--- config.mk ---
export PLATFORM = sky130hd
export DESIGN_NAME = z80_bus_bridge
export DESIGN_NICKNAME = d
export VERILOG_FILES = /design/src/rtl/z80_bridge_pkg.sv /design/src/rtl/z80_bus_bridge.sv
export SDC_FILE = /design/constraint.sdc
export NUM_CORES = 1
export LEC_CHECK = 0
export CORE_ASPECT_RATIO = 1.2
export CORE_MARGIN = 4
export CORE_UTILIZATION = 47
export CTS_BUF_LIST = sky130_fd_sc_hd__clkbuf_4 sky130_fd_sc_hd__clkbuf_8
export DETAILED_ROUTE_END_ITERATION = 10
export HOLD_SLACK_MARGIN = 0.12
export PLACE_DENSITY = 0.87
export SLEW_MARGIN = 20
export SYNTH_ARGS = -nofsm -noshare
export SYNTH_HDL_FRONTEND = slang
export SYNTH_SLANG_ARGS = --single-unit
--- constraint.sdc ---
create_clock -name CLK -period 3.5 [get_ports CLK]
set_input_delay 0.7 -clock CLK [delete_from_list [all_inputs] [get_ports CLK]]
set_output_delay 0.7 -clock CLK [all_outputs]
set_load 0.01 [all_outputs]
--- src/rtl/z80_bridge_pkg.sv ---
// Shared definitions for the Z80 bus bridge: FSM states, default parameters
// and the bus-cycle decode used to classify what the CPU is doing.
package z80_bridge_pkg;

    typedef enum logic [1:0] {
        IDLE = 2'd0,
        REQ  = 2'd1,
        WRSP = 2'd2,
        DONE = 2'd3
    } bridge_state_t;

    localparam int         DEFAULT_TIMEOUT    = 255;
    localparam logic [7:0] DEFAULT_FLOAT_DATA = 8'hFF;

    typedef struct packed {
        logic mem;
        logic io;
        logic intack;
    } bus_cycle_t;

    // Refresh is excluded from the memory term by nRFSH; intack is told apart from I/O by nM1.
    function automatic bus_cycle_t decode_cycle(
        input logic n_mreq,
        input logic n_iorq,
        input logic n_rd,
        input logic n_wr,
        input logic n_m1,
        input logic n_rfsh
    );
        bus_cycle_t cyc;
        cyc.mem    = !n_mreq && n_rfsh && (!n_rd || !n_wr);
        cyc.io     = !n_iorq && n_m1 && (!n_rd || !n_wr);
        cyc.intack = !n_m1 && !n_iorq;
        return cyc;
    endfunction

endpackage

--- src/rtl/z80_bus_bridge.sv ---
// Bridges Z80 memory/I/O bus cycles onto a valid/ready request and response
// backend, stretching the CPU with nWAIT and aborting stalled cycles.
module z80_bus_bridge
    import z80_bridge_pkg::*;
#(
    parameter int         TIMEOUT    = DEFAULT_TIMEOUT,
    parameter logic [7:0] FLOAT_DATA = DEFAULT_FLOAT_DATA
) (
    input  logic        CLK,
    input  logic        nRESET,
    input  logic [15:0] A,
    input  logic [7:0]  D_wr,
    input  logic        nMREQ,
    input  logic        nIORQ,
    input  logic        nRD,
    input  logic        nWR,
    input  logic        nM1,
    input  logic        nRFSH,
    output logic [7:0]  D_rd,
    output logic        D_oe,
    output logic        nWAIT,
    output logic        req_valid,
    input  logic        req_ready,
    output logic        req_we,
    output logic        req_io,
    output logic [15:0] req_addr,
    output logic [7:0]  req_wdata,
    input  logic        rsp_valid,
    input  logic [7:0]  rsp_rdata,
    input  logic [7:0]  int_vector,
    output logic        err
);

    localparam logic [7:0] CNT_LAST = 8'(TIMEOUT - 1);

    bridge_state_t state;
    bridge_state_t state_next;
    bus_cycle_t    cyc;

    logic [7:0]  cnt;
    logic [15:0] lat_addr;
    logic [7:0]  lat_wdata;
    logic        lat_we;
    logic        lat_io;
    logic [7:0]  d_rd_q;
    logic        err_q;

    logic start_req;
    logic take_intack;
    logic complete;
    logic timeout;
    logic cnt_last;
    logic bus_idle;

    assign cyc      = decode_cycle(nMREQ, nIORQ, nRD, nWR, nM1, nRFSH);
    assign cnt_last = (cnt == CNT_LAST);
    assign bus_idle = nRD && nWR && nIORQ;

    // Completion wins over timeout when both land in the same cycle.
    always_comb begin
        state_next  = state;
        start_req   = 1'b0;
        take_intack = 1'b0;
        complete    = 1'b0;
        timeout     = 1'b0;
        case (state)
            IDLE: begin
                if (cyc.mem || cyc.io) begin
                    state_next = REQ;
                    start_req  = 1'b1;
                end else if (cyc.intack) begin
                    state_next  = DONE;
                    take_intack = 1'b1;
                end
            end
            REQ: begin
                if (req_ready && rsp_valid) begin
                    state_next = DONE;
                    complete   = 1'b1;
                end else if (cnt_last) begin
                    state_next = DONE;
                    timeout    = 1'b1;
                end else if (req_ready) begin
                    state_next = WRSP;
                end
            end
            WRSP: begin
                if (rsp_valid) begin
                    state_next = DONE;
                    complete   = 1'b1;
                end else if (cnt_last) begin
                    state_next = DONE;
                    timeout    = 1'b1;
                end
            end
            DONE: begin
                if (bus_idle) begin
                    state_next = IDLE;
                end
            end
            default: state_next = IDLE;
        endcase
    end

    always_ff @(posedge CLK or negedge nRESET) begin
        if (!nRESET) begin
            state <= IDLE;
        end else begin
            state <= state_next;
        end
    end

    always_ff @(posedge CLK or negedge nRESET) begin
        if (!nRESET) begin
            cnt       <= '0;
            lat_addr  <= '0;
            lat_wdata <= '0;
            lat_we    <= 1'b0;
            lat_io    <= 1'b0;
            d_rd_q    <= '0;
            err_q     <= 1'b0;
        end else begin
            err_q <= timeout;
            if (start_req) begin
                cnt       <= '0;
                lat_addr  <= A;
                lat_wdata <= D_wr;
                lat_we    <= !nWR;
                lat_io    <= !nIORQ;
            end else if (state == REQ || state == WRSP) begin
                cnt <= cnt + 8'd1;
            end

            if (take_intack) begin
                d_rd_q <= int_vector;
            end else if (timeout) begin
                d_rd_q <= FLOAT_DATA;
            end else if (complete && !lat_we) begin
                d_rd_q <= rsp_rdata;
            end
        end
    end

    assign req_valid = (state == REQ);
    assign req_we    = req_valid && lat_we;
    assign req_io    = req_valid && lat_io;
    assign req_addr  = lat_addr;
    assign req_wdata = lat_wdata;

    // Gated by nRESET so the CPU is released the instant reset asserts.
    assign nWAIT = !(nRESET && (cyc.mem || cyc.io) && (state != DONE));
    assign D_oe  = (state == DONE) && (!nRD || cyc.intack);
    assign D_rd  = d_rd_q;
    assign err   = err_q;

endmodule

# Word level (Yosys, flattened, before mapping)

Cells that the tools add are included.

Register bits after elaboration: 45
Input bits: 50
Output and inout port bits: 38
Logic and storage cells: 73

$add $sub $neg: 1
Equal/unequal tests: 9
Multiplexer cells: 26
Reductions and logical operators: 29

Operators by type and width:

| kind                                                                     | count |
|---|---|
| 8-bit 2-to-1 mux                                                         | 5 |
| 2-bit 2-to-1 mux                                                         | 8 |
| 1-bit logical AND                                                        | 14 |
| 1-bit 2-to-1 mux                                                         | 10 |
| 8-bit by 1-bit adder with 8-bit output (second input constant)           | 1 |
| 8-bit equality test (second input constant)                              | 1 |
| 2-bit one-hot mux with 4 select lines                                    | 1 |
| 1-bit zero test                                                          | 7 |
| 3-bit inequality test (second input constant)                            | 2 |
| 2-bit equality test (second input constant)                              | 2 |
| 1-bit logical OR                                                         | 4 |
| 2-bit inequality test (second input constant)                            | 2 |
| 4-bit by 1-bit inequality test with 1-bit output (second input constant) | 1 |
| 1-bit one-hot mux with 2 select lines                                    | 2 |
| 4-bit AND reduction                                                      | 1 |
| 3-bit nonzero test                                                       | 1 |
| 2-bit by 1-bit equality test with 1-bit output (second input constant)   | 1 |
| 2-bit zero test                                                          | 1 |
| 2-bit nonzero test                                                       | 1 |

# Logic depth before layout (Yosys ltp)

Gate-level depths: netlist (run 1).

Word-level depth: 7
Gate-level depth with buffers: 7
Mapped depth without buffers: 6

# Worst setup path after synthesis (run 1)

No wires, ideal clock.

Path kind: input to output
Start point: input nRFSH
End point: output nWAIT
Arrival: 1.186 ns
Required time: 2.800 ns
Slack: 1.614 ns
Cell stages on the path: 3
Buffers on the path: 0
Cell sequence: nor2b_1 o211a_1 nand2_1

Cells in the longest elaborated chain, start to end: 6

Ends and longest elaborated chain:

| what                           | RTL line              | RTL |
|---|---|---|
| from (decl)                    | z80_bus_bridge.sv:18  | `input logic nRFSH,` |
| 1-bit logical AND (2 in a row) | z80_bridge_pkg.sv:31  | `cyc.mem = !n_mreq && n_rfsh && (!n_rd \|\| !n_wr);` |
| 1-bit logical OR               | z80_bus_bridge.sv:151 | `assign nWAIT = !(nRESET && (cyc.mem \|\| cyc.io) && (state != DONE));` |
| 1-bit logical AND (2 in a row) | z80_bus_bridge.sv:151 |  |
| 1-bit zero test                | z80_bus_bridge.sv:151 |  |
| to (decl)                      | z80_bus_bridge.sv:21  | `output logic nWAIT,` |

Every way passes these cells.

# Worst setup path in the final report (run 1)

Start point: input nIORQ
End point: output nWAIT

Cells in the longest elaborated chain, start to end: 7

Ends and longest elaborated chain:

| what                           | RTL line              | RTL |
|---|---|---|
| from (decl)                    | z80_bus_bridge.sv:14  | `input logic nIORQ,` |
| 1-bit zero test                | z80_bridge_pkg.sv:32  | `cyc.io = !n_iorq && n_m1 && (!n_rd \|\| !n_wr);` |
| 1-bit logical AND (2 in a row) | z80_bridge_pkg.sv:32  |  |
| 1-bit logical OR               | z80_bus_bridge.sv:151 |  |
| 1-bit logical AND (2 in a row) | z80_bus_bridge.sv:151 |  |
| 1-bit zero test                | z80_bus_bridge.sv:151 |  |

Every way passes these cells.

==> results of run 1 <==
-- registers in the layout, summed over array words and instances, names as in the netlist --
signal     count
req_addr      16
state          2
lat_io         1
err            1
D_rd           8
cnt            8
lat_we         1
req_wdata      8
-- worst max path at each step --
stage / from / end / slack (ns) / cells past startpoint
3_5_place_dp: nIORQ / nWAIT / 0.57 / 5
6_report: nIORQ / nWAIT / 0.56 / 5
3_3_place_gp: nIORQ / nWAIT / 0.63 / 5
2_1_floorplan: nRFSH / nWAIT / 1.61 / 3
5_1_grt: nIORQ / nWAIT / 0.48 / 5
4_1_cts: nIORQ / nWAIT / 0.56 / 5
-- Yosys cell counts, types with 2 or more instances --
library cell | number | area (µm²)
nor2_1 | 20 | 75.07
nand4_1 | 3 | 18.77
nand2_1 | 8 | 30.03
dfrtp_1 | 45 | 1126
xor2_1 | 4 | 35.03
a21oi_1 | 2 | 10.01
xnor2_1 | 3 | 26.28
inv_1 | 7 | 26.28
buf_2 | 4 | 20.02
and2_1 | 2 | 12.51
mux2_2 | 24 | 270.3
o21ai_0 | 7 | 35.03
ha_1 | 6 | 75.07
nor2b_1 | 4 | 25.02
a31oi_1 | 8 | 50.05
mux2i_1 | 10 | 100.1
-- area by class of cell --
cell class              count  area, µm²  share of cell area (%)
repair buffers             90      888.4                   28.65
inverters                   7      26.28                  0.8475
multi-input cells         116      898.4                   28.98
flip-flops and latches     45       1126                   36.32
well taps                  56      70.07                   2.260
clock buffers               8      91.34                   2.946
-- logic make-up (layout without fill, tap and decap cells) --
kind of cell / Yosys count / after routing / synth area share, %
AOI/OAI and AO/OA: 26 / 26 / 8.294
xor gates and xnor gates: 7 / 7 / 2.945
adders and majority gates: 6 / 6 / 3.606
buffers and inverters: 13 / 105 / 2.765
DFF: 45 / 45 / 54.09
muxes: 34 / 34 / 17.79
and+or+nand+nor: 43 / 43 / 10.52
-- layer usage --
metal	wire [µm]	global-route usage, %
met4	78	7.018
met5	0	0
met1	1999	21.29
met3	504	7.884
met2	2194	28.65
-- power groups by stage --
stage | sequential (mW) | combinational (mW) | clock (mW)
floorplan | 1.02 | 0.561 | 0
global placement | 0.937 | 1.22 | 0
detailed placement | 0.952 | 1.24 | 0
CTS | 0.941 | 1.25 | 0.342
global route | 0.974 | 1.34 | 0.366
finish | 0.939 | 1.23 | 0.329
-- layout by cell type, fill, tap and decap left out, types with 2 or more instances in the layout --
cell              n
clkbuf_8          5
nand2_1           8
dfrtp_1          45
a31oi_1           8
and2_1            2
mux2_2           24
a21oi_1           2
clkbuf_4          3
buf_4             3
nor2b_1           4
nand4_1           3
mux2i_1          10
inv_1             7
ha_1              6
nor2_1           20
o21ai_0           7
xor2_1            4
xnor2_1           3
clkdlybuf4s50_1  86
==> impl_metrics.py, run 1 <==
metrics = {
    "global_routing": {
        "grt_pass1_wl_um": 7376,
        "grt_start_max_net_pins": 46,
        "grt_overflow": 0,
        "first_global_vias": 1658,
        "grt_antenna_before_repair": 0,
        "track_usage_pct": 18.04,
    },
    "critical_path": {
        "ff2ff_path_depth": 6,
        "cpMostUsedCell": "clkdlybuf4s50_1",
        "cp_max_fo": 6,
        "cp_data_required_time_ns": 2.80,
        "slowest_stage": "clkdlybuf4s50_1",
        "rrSetupSlack_ns": 1.44,
        "r2r_start": "state[1]",
        "critPathTopFamily": "buffers and inverters",
        "cp-end-kind": "primary output",
        "crit_chain": "clkdlybuf4s50_1 -> nor2b_1 -> o211a_1 -> nand2_1 -> clkdlybuf4s50_1",
        "r2r-end": "D_rd[4]",
        "critical_path_buf_inv_count": 2,
        "arrival_ns": 2.24,
        "crit_type": "primary input to primary output",
        "slowest_delay_ns": 0.57,
        "critPathLaunchType": "primary input",
    },
    "routing": {
        "totalWireLength_um": 4776,
        "via_count": 1624,
        "drt-pass1-iter-count": 5,
        "route.detailed.drc": 0,
        "final_antenna_net_count": 0,
        "drt_iter0_drc": 41,
        "viasPerCell": 5.043,
        "routedWlPerCell_um": 14.83,
    },
    "final_layout": {
        "post-route-util_pct": 72.75,
        "fillCellCount": 297,
        "drive_above_1_share_pct": 14.66,
        "nNetsFinal": 321,
        "finalNonFillerCells": 322,
        "area_growth_pct": 48.92,
        "antennaDiodeCount": 0,
        "final_area_um2": 3100,
    },
    "logic_synthesis": {
        "yosysSeqAreaShare_pct": 54.09,
        "syn_nets": 230,
        "syn_area_per_cell_um2": 11.97,
        "ys_types": 33,
        "synthArstFlopShare_pct": 100.0,
        "yosys_warnings": 0,
        "synth_edf_count": 0,
        "synthFlopType": "dfrtp_1",
        "syn-cell-area_um2": 2082,
        "ys_seq_elements": 45,
        "syn_inst": 174,
    },
    "floorplan": {
        "dieArea_um2": 5563,
        "die_y_um": 80.91,
        "initial_core_util_pct": 48.85,
        "fp-row-count": 26,
        "io_pins": 88,
        "core_area_um2": 4262,
        "die_w_um": 68.76,
    },
    "placement": {
        "gp_congestion": 0.7659,
        "place_inst": 314,
        "detailed_place_hpwl_um": 3654,
        "portBuffers": 87,
        "pre_cts_ws_ns": 0.5677,
        "dpl_cell_area_um2": 3009,
    },
    "power": {
        "seqPwrFrac_pct": 37.6,
        "p_int_mw": 1.667,
        "ir_drop_mv": 0.4609,
        "p_clk_share_pct": 13.2,
        "combPwrFrac_pct": 49.2,
        "power_mw": 2.499,
        "power.switching_uw": 831.8,
        "netSwitchingFraction_pct": 33.29,
        "power.density_nw_per_um2": 806.0,
        "leakage_nw": 1.332,
    },
    "clock_tree": {
        "cts_hold_buf": 0,
        "cts_tree": "built",
        "clockBufferDepth": 2,
        "numCtsBuffers": 5,
        "post_cts_buffers": 0,
        "cts_sinks": 45,
        "post_cts_resized": 0,
        "clkTransAtPathRegs_ns": 0.08,
        "htreeDepth": 2,
        "clk_latency_ns": 0.29,
        "root_buffer": "clkbuf_8",
    },
    "sta": {
        "setup_total_negative_slack_ns": 0,
        "fin_crit_sh_pct": 83.99,
        "maxSlewViolCount": 0,
        "layout_setup_ws_ns": 0.5604,
        "hold_ws_ns": 0.5020,
        "fmax_mhz": 340.2,
        "final.setup_skew_ns": 0.003418,
        "worst_slew_pin_slew_ns": 0.5727,
        "relSlewSlack_pct": 61.68,
        "finalHoldViolations": 0,
        "finalSetupViolCount": 0,
        "finalCriticalPeriod_ns": 2.940,
        "grt_setup_unrepaired": "no",
    },
    "flow_run": {
        "max_cap_viol_count": 0,
    },
    "hold_path": {
        "hp-class": "primary input to async pin",
    },
    "outcome": {
        "outcome": "completed",
    },
}
No activity file was read; power rests on OpenSTA's default activity.
==> run 2, diff against run 1 <==
CORE_UTILIZATION = 40   (was 47)
PLACE_DENSITY = 0.79   (was 0.87)
clock period = 2.5 ns   (was 3.5 ns; I/O delays follow)
==> run 2 against run 1 <==
  * Global-route usage decreased by 3.1 points
  * Non-clock buffer count rose by 6
  * Flip-flop and latch count did not move
  * Count of clock-buffer cells in the layout is 1 lower
  * Combinational power is 41% higher
  * Register-to-register slack worse by 1.0 ns
  * Die area increased by 16%
  * Design area increased by 1.7%
  * Via count up 2.5%
  * Cell count is 2.8% higher
  * Sequential share of layout area shrank 0.59 points
  * Clock skew is 0.0039 ns higher
==> impl_metrics.py, run 2 (synthesis results as in run 1) <==
metrics = {
    "outcome": {
        "outcome": "completed",
    },
    "sta": {
        "finalSetupViolCount": 0,
        "finalHoldViolations": 0,
        "hold_ws_ns": 0.3183,
        "final.setup_skew_ns": 0.007358,
        "fmax_mhz": 426.7,
        "maxSlewViolCount": 0,
        "finalCriticalPeriod_ns": 2.344,
        "grt_setup_unrepaired": "no",
        "relSlewSlack_pct": 62.72,
        "worst_slew_pin_slew_ns": 0.5574,
        "setup_total_negative_slack_ns": 0,
        "fin_crit_sh_pct": 93.75,
    },
    "final_layout": {
        "final_cell_mix": "clkdlybuf4s50_1 (85), dfrtp_1 (45), mux2_2 (24), nor2_1 (20), mux2i_1 (10)",
        "drive_above_1_share_pct": 16.24,
        "finalNonFillerCells": 331,
        "final_common_cell": "clkdlybuf4s50_1",
        "post-route-util_pct": 63.36,
        "largest_reg_flops": 16,
        "area_growth_pct": 51.38,
        "antennaDiodeCount": 0,
        "nNetsFinal": 327,
    },
    "critical_path": {
        "arrival_ns": 1.84,
        "cp_max_fo": 3,
        "crit_type": "primary input to primary output",
        "cp_data_required_time_ns": 2.00,
        "rrSetupSlack_ns": 0.41,
        "cp-end-kind": "primary output",
        "critPathLaunchType": "primary input",
    },
    "clock_tree": {
        "root_buffer": "clkbuf_8",
        "cts_sinks": 45,
        "post_cts_buffers": 0,
        "post_cts_resized": 0,
        "cts_tree": "built",
        "clkTransAtPathRegs_ns": 0.08,
        "htreeDepth": 2,
        "clockBufferDepth": 2,
        "clk_latency_ns": 0.29,
        "numCtsBuffers": 5,
        "cts_hold_buf": 0,
    },
    "flow_run": {
        "max_cap_viol_count": 0,
    },
    "floorplan": {
        "core_area_um2": 4975,
        "initial_core_util_pct": 41.85,
        "fp-row-count": 28,
        "die_y_um": 87.03,
        "die_w_um": 73.86,
        "io_pins": 88,
        "dieArea_um2": 6428,
    },
    "power": {
        "power.density_nw_per_um2": 1112,
        "ir_drop_mv": 0.6254,
        "leakage_nw": 1.362,
    },
    "global_routing": {
        "grt_antenna_before_repair": 0,
        "grt_start_max_net_pins": 46,
        "grt_pass1_wl_um": 7541,
        "grt_overflow": 0,
        "track_usage_pct": 14.93,
        "first_global_vias": 1731,
    },
    "routing": {
        "totalWireLength_um": 4711,
        "drt_iter0_drc": 57,
        "via_count": 1665,
        "final_antenna_net_count": 0,
        "drt-pass1-iter-count": 4,
        "routedWlPerCell_um": 14.23,
        "route.detailed.drc": 0,
        "viasPerCell": 5.030,
    },
    "placement": {
        "gp_congestion": 0.7254,
        "portBuffers": 87,
        "detailed_place_hpwl_um": 3533,
        "place_inst": 324,
    },
    "hold_path": {
        "hp-class": "primary input to async pin",
    },
}
-- run 2: path summary, 6_finish.rpt --
check / from / to / cells after the start
worst max-delay path: nM1 / D_oe / 5
worst max register to register: state[0] / D_rd[3] / 6
min in group CLK: lat_io / lat_io / 2
worst min-delay path: nRESET / cnt[5] / 2
max in group asynchronous: nRESET / req_addr[15] / 2
worst min register to register: lat_io / lat_io / 2
-- run 2: metrics by stage --
| stage | total power, mW | cell area, µm² | worst slack (ns) |
|---|---|---|---|
| 2_1_floorplan | 2.215 | 2082 | 0.7593 |
| 3_3_place_gp | 3.036 | 3059 | 0.08860 |
| 3_5_place_dp | 3.080 | 3059 | 0.07461 |
| 4_1_cts | 3.558 | 3149 | 0.06126 |
| 5_1_grt | 3.754 | 3152 | 0.07212 |
| 6_report | 3.506 | 3152 | 0.1563 |
-- run 2: cell type report --
type	instances	area, µm²
Sequential cell	45	1126
Tap cell	60	75.07
Timing Repair Buffer	96	935.9
Inverter	7	26.28
Fill cell	411	1823
Multi-Input combinational cell	116	898.4
Clock buffer	7	90.09
-- run 2: layer usage --
metal / track usage (%) / wire length (µm) / up-vias
met1: 18.17 / 1983 / 796
met4: 2.965 / 27 / 0
met5: 0 / 0 / -
met2: 25.00 / 2220 / 65
li1: - / - / 801
met3: 5.889 / 479 / 3
-- run 2: where the power goes --
group | switching [mW] | internal [mW] | total, mW
clock network | 0.228 | 0.230 | 0.458
logic | 0.709 | 1.03 | 1.73
registers | 0.223 | 1.09 | 1.31
total | 1.16 | 2.35 | 3.51
-- run 2: critical path: stages --
cell	delay (ns)
clkdlybuf4s50_1	0.42
buf_4	0.14
o21a_1	0.16
nor2_1	0.08
clkdlybuf4s50_1	0.55
==> run 3, diff against run 2 <==
SETUP_SLACK_MARGIN = 0.1   (was default)
==> run 3 against run 2 <==
  * Sequential power barely moved
  * Largest power group unchanged
  * Count of clock-buffer cells in the layout did not move
  * Largest cell class unchanged
  * Utilization barely moved
  * Global-route usage did not move
  * Cell count did not move
  * Total power fell by 0.10%
  * Clock power barely moved
  * Flip-flop and latch count did not move
  * Die area did not move
  * Maximum frequency rose by 3.8%
==> impl_metrics.py, run 3 (synthesis results as in run 1) <==
metrics = {
    "clock_tree": {
        "clockBufferDepth": 2,
        "clkTransAtPathRegs_ns": 0.08,
        "htreeDepth": 2,
        "clk_latency_ns": 0.29,
        "cts_hold_buf": 0,
        "cts_tree": "built",
        "cts_sinks": 45,
        "post_cts_buffers": 0,
        "root_buffer": "clkbuf_8",
        "numCtsBuffers": 5,
    },
    "floorplan": {
        "core_area_um2": 4975,
        "dieArea_um2": 6428,
        "io_pins": 88,
        "die_w_um": 73.86,
        "die_y_um": 87.03,
        "fp-row-count": 28,
        "initial_core_util_pct": 41.85,
    },
    "final_layout": {
        "final_common_cell": "clkdlybuf4s50_1",
        "final_cell_mix": "clkdlybuf4s50_1 (84), dfrtp_1 (45), mux2_2 (24), nor2_1 (20), mux2i_1 (10)",
        "drive_above_1_share_pct": 16.61,
        "largest_reg_flops": 16,
        "nNetsFinal": 327,
        "antennaDiodeCount": 0,
        "area_growth_pct": 51.44,
        "fillCellCount": 409,
    },
    "routing": {
        "via_count": 1662,
        "totalWireLength_um": 4702,
        "final_antenna_net_count": 0,
        "viasPerCell": 5.021,
        "drt-pass1-iter-count": 4,
        "route.detailed.drc": 0,
        "drt_iter0_drc": 56,
        "routedWlPerCell_um": 14.21,
    },
    "sta": {
        "finalSetupViolCount": 0,
        "hold_ws_ns": 0.3184,
        "setup_total_negative_slack_ns": 0,
        "final.setup_skew_ns": 0.006860,
        "worst_slew_pin_slew_ns": 0.5573,
        "finalCriticalPeriod_ns": 2.259,
        "relSlewSlack_pct": 62.73,
        "fin_crit_sh_pct": 90.34,
        "finalHoldViolations": 0,
        "grt_setup_unrepaired": "no",
        "fmax_mhz": 442.8,
        "maxSlewViolCount": 0,
    },
    "critical_path": {
        "cp_data_required_time_ns": 2.00,
        "critPathLaunchType": "register",
        "cp-end-kind": "primary output",
        "cp-startpoint": "state[1]",
        "arrival_ns": 1.76,
        "cp_max_fo": 7,
        "r2r_start": "state[0]",
        "crit_type": "register to primary output",
    },
    "global_routing": {
        "first_global_vias": 1731,
        "grt_overflow": 0,
        "track_usage_pct": 14.93,
        "grt_start_max_net_pins": 46,
        "grt_pass1_wl_um": 7541,
        "grt_antenna_before_repair": 0,
    },
    "flow_run": {
        "max_cap_viol_count": 0,
    },
    "placement": {
        "gp_congestion": 0.7254,
        "detailed_place_hpwl_um": 3533,
        "portBuffers": 87,
    },
    "hold_path": {
        "hp-class": "primary input to async pin",
    },
    "power": {
        "power.density_nw_per_um2": 1111,
        "leakage_nw": 1.373,
        "ir_drop_mv": 0.6247,
    },
    "outcome": {
        "outcome": "completed",
    },
}
run 3: changes by cell type in the layout (fill, tap and decap cells not counted):
cell,delta
ha_1,-1
dlygate4sd2_1,+1
ha_2,+1
clkdlybuf4s50_1,-1
run 3: what timing repair did:
item,4_1_cts,5_1_grt
setup endpoints to repair,1,3
gates resized for setup,1,2
cloned,0,0
run 3: worst max-delay path, stage by stage (launching register included):
cell and delay (ns):
dfrtp_1 0.42, inv_1 0.12, ha_2 0.25, and2_1 0.14, clkdlybuf4s50_1 0.54
run 3: final timing paths:
check | depth (start not counted) | endpoint | slack, ns
min in group CLK | 2 | lat_io | 0.48
setup / recovery | 4 | req_we | 0.24
hold reg to reg | 2 | lat_io | 0.48
max in group asynchronous | 2 | req_addr[15] | 1.80
hold / removal | 2 | cnt[5] | 0.32
setup reg to reg | 6 | D_rd[3] | 0.41
run 3: per-layer routing:
metal | share of wire [%] | GRT usage, % | vias to the layer above
met2 | 47 | 25.00 | 63
met3 | 10 | 5.889 | 3
met5 | 0 | 0 | -
met4 | 0.57 | 2.965 | 0
li1 | - | - | 803
met1 | 42 | 18.17 | 793
run 3: where the power goes:
group          internal [mW]  leakage [nW]  switching (mW)  total, mW
clock                  0.230        0.0477           0.226      0.456
sequential              1.09         0.544           0.224       1.31
combinational           1.02         0.781           0.707       1.73
run 3: metrics by stage:
| step | instances | area (µm²) | total power [mW] | worst slack [ns] | utilization (%) |
|---|---|---|---|---|---|
| 6_report | 331 | 3153 | 3.502 | 0.2414 | 63.38 |
| 3_3_place_gp | 324 | 3059 | 3.036 | 0.08860 | 61.49 |
| 5_1_grt | 331 | 3153 | 3.755 | 0.1485 | 63.38 |
| 2_1_floorplan | 174 | 2082 | 2.215 | 0.7593 | - |
| 4_1_cts | 331 | 3148 | 3.556 | 0.1570 | 63.28 |
| 3_5_place_dp | 324 | 3059 | 3.080 | 0.07461 | 61.49 |
run 3: final cells by class:
class	count	area, µm²	area share [%]
clock buffer	7	90.09	2.857
timing repair buffer	96	934.6	29.64
multi-input combinational	116	900.9	28.57
sequential	45	1126	35.71
tap	60	75.07	2.381
inverter	7	26.28	0.8333
